## config.mk

```make
export PLATFORM = sky130hd
export DESIGN_NAME = apb_reg_responder_flat
export DESIGN_NICKNAME = d
export VERILOG_FILES = /design/src/rtl/apb_reg_responder_if.sv /design/src/rtl/apb_reg_responder.sv /design/src/flat_wrapper.sv
export SDC_FILE = /design/constraint.sdc
export NUM_CORES = 1
export LEC_CHECK = 0
export ABC_AREA = 1
export BUFFER_PORTS_ARGS = -buffer_cell sky130_fd_sc_hd__buf_2
export CAP_MARGIN = 10
export CORE_AREA = 2 2 179 181
export DETAILED_ROUTE_END_ITERATION = 6
export DIE_AREA = 0 0 181 183
export SKIP_CTS_REPAIR_TIMING = 1
export SYNTH_ARGS = -nofsm -noshare
export SYNTH_HDL_FRONTEND = slang
export SYNTH_SLANG_ARGS = --single-unit
```

## constraint.sdc

```tcl
create_clock -name clk -period 7.9 [get_ports clk]
set_clock_uncertainty 0.2 [all_clocks]
set_input_delay 1.185 -clock clk [delete_from_list [all_inputs] [get_ports clk]]
set_output_delay 1.185 -clock clk [all_outputs]
set_load 0.01 [all_outputs]
```

## src/rtl/apb_reg_responder_if.sv

```systemverilog
// ---------------------------------------------------------------------------
// apb_if
// APB bus bundle between a requester (src) and a completer (dst).
//   paddr   : byte address                (src -> dst)
//   psel    : select                      (src -> dst)
//   penable : access phase                (src -> dst)
//   pwrite  : 1 = write, 0 = read         (src -> dst)
//   pwdata  : write data                  (src -> dst)
//   prdata  : read data, valid with pready (dst -> src)
//   pready  : transfer completes          (dst -> src)
//   pslverr : error response              (dst -> src)
// ---------------------------------------------------------------------------
interface apb_if #(
    parameter int unsigned ADDR_W = 32,
    parameter int unsigned DATA_W = 32
);
    logic [ADDR_W-1:0] paddr;
    logic              psel;
    logic              penable;
    logic              pwrite;
    logic [DATA_W-1:0] pwdata;
    logic [DATA_W-1:0] prdata;
    logic              pready;
    logic              pslverr;

    modport dst (
        input  paddr, psel, penable, pwrite, pwdata,
        output prdata, pready, pslverr
    );

    modport src (
        output paddr, psel, penable, pwrite, pwdata,
        input  prdata, pready, pslverr
    );
endinterface

```

## src/rtl/apb_reg_responder.sv

```systemverilog
// ---------------------------------------------------------------------------
// apb_reg_responder
// APB completer holding a small register bank: ID (read-only), CTRL,
// STATUS (sticky events, write-1-to-clear), IRQ_EN and scratch words.
// Adds WAIT_STATES wait cycles per transfer and answers bad accesses with
// pslverr.
//   clk      : clock, rising edge
//   rst      : synchronous active-high reset
//   apbReg   : APB completer port (apb_if.dst)
//   ctrl_out : CTRL register contents
//   evt_in   : per-bit event pulses, OR-ed into STATUS every cycle
//   irq      : registered |(STATUS & IRQ_EN)
// ---------------------------------------------------------------------------
module apb_reg_responder #(
    parameter int unsigned       ADDR_W      = 32,
    parameter int unsigned       DATA_W      = 32,
    parameter int unsigned       NUM_REGS    = 8,
    parameter logic [ADDR_W-1:0] BASE_ADDR   = '0,
    parameter int unsigned       WAIT_STATES = 1,
    parameter logic [DATA_W-1:0] ID_VALUE    = 32'hA2C0_0001
) (
    input  logic              clk,
    input  logic              rst,
    apb_if.dst                apbReg,
    output logic [DATA_W-1:0] ctrl_out,
    input  logic [DATA_W-1:0] evt_in,
    output logic              irq
);

    localparam int unsigned       IDX_W     = $clog2(NUM_REGS);
    localparam logic [ADDR_W-1:0] WIN_BYTES = ADDR_W'(4 * NUM_REGS);

    localparam logic [IDX_W-1:0] W_ID     = IDX_W'(0);
    localparam logic [IDX_W-1:0] W_CTRL   = IDX_W'(1);
    localparam logic [IDX_W-1:0] W_STATUS = IDX_W'(2);
    localparam logic [IDX_W-1:0] W_IRQEN  = IDX_W'(3);

    typedef enum logic {S_IDLE, S_ACCESS} state_t;

    state_t            state_q;
    logic [3:0]        wcnt_q;

    logic [DATA_W-1:0] ctrl_q;
    logic [DATA_W-1:0] status_q;
    logic [DATA_W-1:0] status_d;
    logic [DATA_W-1:0] irq_en_q;
    logic              irq_q;
    // Entries 0..3 are shadowed by ID/CTRL/STATUS/IRQ_EN and never written;
    // full-size indexing keeps the word index width exact.
    logic [DATA_W-1:0] scratch_q [NUM_REGS];

    logic [ADDR_W-1:0] offset;
    logic [IDX_W-1:0]  word;
    logic              in_window;
    logic              err;
    logic              complete;
    logic              wr_ok;
    logic [DATA_W-1:0] w1c_mask;
    logic [DATA_W-1:0] rd_word;

    // ---------------- decode ----------------
    // Below-base addresses wrap to a huge offset, so one compare covers both ends.
    assign offset    = apbReg.paddr - BASE_ADDR;
    assign in_window = (apbReg.paddr >= BASE_ADDR) && (offset < WIN_BYTES);
    assign word      = offset[IDX_W+1:2];
    assign err       = !in_window || (apbReg.paddr[1:0] != 2'b00)
                     || (apbReg.pwrite && word == W_ID);

    // Completion is suppressed while rst is high so an in-flight transfer
    // neither responds nor commits.
    assign complete  = (state_q == S_ACCESS) && apbReg.psel && apbReg.penable
                     && (wcnt_q == 4'd0) && !rst;
    assign wr_ok     = complete && apbReg.pwrite && !err;

    // ---------------- FSM ----------------
    // NOTE: sequential state uses non-blocking assignments so every register
    // samples pre-edge values regardless of statement order.
    always_ff @(posedge clk) begin
        if (rst) begin
            state_q <= S_IDLE;
            wcnt_q  <= 4'd0;
        end else begin
            case (state_q)
                S_IDLE: begin
                    if (apbReg.psel && !apbReg.penable) begin
                        state_q <= S_ACCESS;
                        wcnt_q  <= 4'(WAIT_STATES);
                    end
                end
                S_ACCESS: begin
                    if (!apbReg.psel) begin
                        state_q <= S_IDLE;          // requester abandoned the transfer
                    end else if (apbReg.penable) begin
                        if (wcnt_q != 4'd0) wcnt_q  <= wcnt_q - 4'd1;
                        else                state_q <= S_IDLE;
                    end
                end
                default: state_q <= S_IDLE;
            endcase
        end
    end

    // ---------------- register bank ----------------
    assign w1c_mask = (wr_ok && word == W_STATUS) ? apbReg.pwdata : '0;
    // Event OR-in comes after the clear, so a simultaneous set wins.
    assign status_d = (status_q & ~w1c_mask) | evt_in;

    always_ff @(posedge clk) begin
        if (rst) begin
            ctrl_q   <= '0;
            status_q <= '0;
            irq_en_q <= '0;
            irq_q    <= 1'b0;
            // NOTE: the scratch array is architecturally reset to zero, so it
            // is cleared element by element rather than left uninitialised.
            for (int i = 0; i < int'(NUM_REGS); i++) scratch_q[i] <= '0;
        end else begin
            status_q <= status_d;
            irq_q    <= |(status_q & irq_en_q);
            if (wr_ok) begin
                case (word)
                    W_CTRL:   ctrl_q   <= apbReg.pwdata;
                    W_STATUS: ;                           // handled by w1c_mask
                    W_IRQEN:  irq_en_q <= apbReg.pwdata;
                    default:  if (word > W_IRQEN) scratch_q[word] <= apbReg.pwdata;
                endcase
            end
        end
    end

    // ---------------- read path ----------------
    // NOTE: every output of this block gets a default first, so no path
    // leaves it unassigned and no latch is inferred.
    always_comb begin
        rd_word = '0;
        case (word)
            W_ID:     rd_word = ID_VALUE;
            W_CTRL:   rd_word = ctrl_q;
            W_STATUS: rd_word = status_q;
            W_IRQEN:  rd_word = irq_en_q;
            default:  if (32'(word) < NUM_REGS) rd_word = scratch_q[word];
        endcase
    end

    assign apbReg.pready  = complete;
    assign apbReg.pslverr = complete && err;
    assign apbReg.prdata  = (complete && !apbReg.pwrite && !err) ? rd_word : '0;

    assign ctrl_out = ctrl_q;
    assign irq      = irq_q;

endmodule

```

## src/flat_wrapper.sv

```systemverilog
// flat-port wrapper written by rule: the top's interface ports become plain ports
module apb_reg_responder_flat 
#(
    parameter int unsigned       ADDR_W      = 32,
    parameter int unsigned       DATA_W      = 32,
    parameter int unsigned       NUM_REGS    = 8,
    parameter logic [ADDR_W-1:0] BASE_ADDR   = '0,
    parameter int unsigned       WAIT_STATES = 1,
    parameter logic [DATA_W-1:0] ID_VALUE    = 32'hA2C0_0001
)
  (clk, rst, ctrl_out, evt_in, irq, apbReg_paddr, apbReg_psel, apbReg_penable, apbReg_pwrite, apbReg_pwdata, apbReg_prdata, apbReg_pready, apbReg_pslverr);
  apb_if #(.ADDR_W(ADDR_W), .DATA_W(DATA_W)) apbReg_i ();
  input  logic clk;
  input  logic rst;
  output logic [DATA_W-1:0] ctrl_out;
  input  logic [DATA_W-1:0] evt_in;
  output logic irq;
  input wire logic [$bits(apbReg_i.paddr)-1:0] apbReg_paddr;
  input wire logic [$bits(apbReg_i.psel)-1:0] apbReg_psel;
  input wire logic [$bits(apbReg_i.penable)-1:0] apbReg_penable;
  input wire logic [$bits(apbReg_i.pwrite)-1:0] apbReg_pwrite;
  input wire logic [$bits(apbReg_i.pwdata)-1:0] apbReg_pwdata;
  output wire logic [$bits(apbReg_i.prdata)-1:0] apbReg_prdata;
  output wire logic [$bits(apbReg_i.pready)-1:0] apbReg_pready;
  output wire logic [$bits(apbReg_i.pslverr)-1:0] apbReg_pslverr;
  assign apbReg_i.paddr = apbReg_paddr;
  assign apbReg_i.psel = apbReg_psel;
  assign apbReg_i.penable = apbReg_penable;
  assign apbReg_i.pwrite = apbReg_pwrite;
  assign apbReg_i.pwdata = apbReg_pwdata;
  assign apbReg_prdata = apbReg_i.prdata;
  assign apbReg_pready = apbReg_i.pready;
  assign apbReg_pslverr = apbReg_i.pslverr;
  apb_reg_responder #(.ADDR_W(ADDR_W), .DATA_W(DATA_W), .NUM_REGS(NUM_REGS), .BASE_ADDR(BASE_ADDR), .WAIT_STATES(WAIT_STATES), .ID_VALUE(ID_VALUE)) u_core (.clk(clk), .rst(rst), .apbReg(apbReg_i), .ctrl_out(ctrl_out), .evt_in(evt_in), .irq(irq));
endmodule
```

==> summary.md <==
| Metric | Value |
|---|---|
| Outcome | `completed` |
| Largest net degree at the start of global routing | `74` |
| Area leader, netlist | `edfxtp_1` |
| Synthesized area | `10700 sq um` |
| Clock network power share | `43.9%` |
| Yosys warning total | `0` |
| Final Util | `40.4%` |
| Die Ht | `183 um` |
| CTS Buf Count | `25` |
| Reg power frac | `48.8%` |
| Die X-Extent | `181 um` |
| Switching power | `629 uW` |
| # setup viols final | `0` |
| Vias in the first global route | `9021` |
| Sw Ratio | `23.4%` |
| Worst setup SP type | `primary input` |
| Number of I/O port buffers | `167` |
| # diodes | `0` |
| Wire length per cell | `19.2 um` |
| Area growth from synthesis to layout | `17.6%` |
| RSZ-0062 raised after global routing | `no` |
| WHS Path Cells | `2` |
| Clock Latency Late Sink | `0.53 ns` |
| Prevailing post-synth register cell | `edfxtp_1` |
| Crit. End Element | `output pin` |
| Leading cell type in the layout, fill and taps excluded | `nand2_1` |
| Synth unique cells | `35` |
| First-pass GRT wire length | `53.5 mm` |
| Fin crit share | `between 70% and 80%` |
| Deepest clock path buffer count | `3` |
| CP Class | `in2out` |
| Yosys reg bits | `230` |
| GRT busiest layer | `met2` |
| Routed WL | `35.4 mm` |
| Iter 0 DRT Violations | `1037` |
| Worst EP arrival | `roughly 4.4 ns` |
| CTS H-Tree Depth | `1` |
| Number of detailed-route iterations in the first pass | `6` |
| HPWL after detailed placement | `24.4 mm` |
| Final Max Slew Viols | `0` |
| Maxcap violations | `0` |
| Post-Syn Instances | `approximately 1300` |
| Final min period | `5.80 ns` |
| Post-synth ARST share | `0%` |
| Seq/Total Area, Yosys | `54.8%` |
| Placer congestion estimate | `0.858` |
| Row count | `65` |
| Die Area | `between 30000 and 40000 sq um` |
| PwrDens | `between 200 and 250 nW/um^2` |
| Syn nets | `around 1400` |
| Worst-case reg-to-reg path depth | `10` |
| Root Buffer | `clkbuf_16` |
| Ports | `168` |
| Via density | `about 5.2` |
| Post-synth EDFFs | `between 100 and 150` |
| Starting density of the core | `about a third` |
| Share of layout cells above drive strength 1 | `16.7%` |
| Top cells by area, synth | `edfxtp_1 (36%), dfxtp_1 (19%), nand2_1 (8.5%)` |
| Clk sinks | `230` |
| Met3 usage in global routing | `3.42%` |
| Mean Syn Cell Area | `8.32 sq um` |
| Max Clock Freq | `around 170 MHz` |
| Setup TNS | `0 ns` |
| R2r setup slk | `3.65 ns` |
| Core area | `31200 sq um` |
| Post-DRT Antenna Nets | `0` |
| GRT Total Usage | `20.8%` |
| Worst Path Max Fanout | `67` |
| Clk pin slew, worst setup/hold paths | `0.05 ns` |
| Share of the synthesized area in the top cell type | `35.8%` |
| Via count | `9661` |
| Type of the most critical hold path | `reg2reg` |
| Final nets | `1523` |
| Most frequent cells in the layout | `nand2_1 (244), nor2_1 (232), buf_2 (166), edfxtp_1 (128), inv_1 (123)` |
| Met1 Use GR | `around 28%` |
| Slew @ Worst Pin | `0.840 ns` |
| Maximum VDD drop | `approximately 0.00017 V` |
| Relative max-transition margin | `between 40% and 50%` |
| CTS tree | `yes` |
| Cell leakage power | `0.00515 uW` |
| P_int | `between 2000 and 2500 uW` |
| Initial antenna violation count | `0` |
| GR Layer Usage met2 | `roughly a third` |
| Logic gate share of total power | `7.2%` |
| Total grt overflow | `0` |
| CP Data Required Time | `6.51 ns` |
| Final Hold Fails | `0` |
| DRC | `0` |
cell type report:
class                      instances  area, sq um
clock buffer                      41          788
tap                              402          503
timing repair buffer             184          966
multi-input combinational        848         3930
inverter                         132          497
clock inverter                     5         53.8
sequential                       230         5890
fill                            3202        18600
worst max-delay path, cell delays in order:
cell and delay, ns:
buf_2 0.30, inv_2 0.13, buf_4 0.61, nand3_1 0.64
inv_2 0.49, buf_4 0.43, a22oi_1 0.14, a211oi_1 0.26
buf_2 0.18
state kept, by name, summed over array words and instances (netlist names):
| signal | flops |
|---|---|
| u_core.wcnt_q | 4 |
| u_core.irq | 1 |
| u_core.ctrl_out | 32 |
| u_core.state_q | 1 |
| u_core.irq_en_q | 32 |
| u_core.scratch_q | 128 |
| u_core.status_q | 32 |
per-layer routing:
layer,up-vias,routed length [um]
met5,-,0
met4,0,1000
met3,61,2960
met2,443,16700
met1,4583,14800
li1,4574,-
cell usage after synthesis (4+ instances only):
master	count
buf_1	9
clkbuf_1	45
buf_2	12
a22oi_1	9
o211ai_1	13
nand3_1	74
o21ai_0	65
nor2_1	232
edfxtp_1	128
inv_2	7
a21oi_1	121
nand4_1	35
a31oi_1	7
a211oi_1	6
inv_1	123
o22ai_1	18
a22o_1	4
nand4_4	4
buf_6	12
nand2_1	244
dfxtp_1	102
kinds of logic (layout without fill, tap and decap cells):
group / Yosys count / count (layout) / share of synthesized area (%)
DFF: 230 / 230 / 54.8
adders and majority gates: 1 / 1 / 0.117
buffers and inverters: 213 / 362 / 8.54
AOI/OAI and AO/OA: 248 / 248 / 12.8
and+or+nand+nor: 599 / 599 / 23.7
through the flow:
step,instance area (sq um),instances,hold WS (ns),setup slack (ns),total power [uW]
final,12600,1842,0.259,2.10,2690
after global routing,12600,1842,0.273,1.83,2770
after CTS,12600,1842,0.263,2.15,2710
after detailed placement,11800,1796,0.254,2.15,1530
after global placement,11800,1796,0.252,2.21,1530
after floorplan,10700,1291,0.231,4.04,1440
worst paths after layout:
check | startpoint | end
setup reg to reg | u_core.wcnt_q[0] | u_core.scratch_q[6][0]
hold / removal | u_core.status_q[10] | u_core.status_q[10]
hold reg to reg | u_core.status_q[10] | u_core.status_q[10]
setup / recovery | apbReg_paddr[2] | apbReg_prdata[4]
power by group through the flow:
stage / sequential (uW) / clock (uW) / combinational, uW
CTS: 1310 / 1200 / 194
global placement: 1340 / 0 / 193
global route: 1320 / 1240 / 214
finish: 1310 / 1180 / 194
detailed placement: 1340 / 0 / 193
floorplan: 1330 / 0 / 106
No activity file was read; power rests on OpenSTA's default activity.
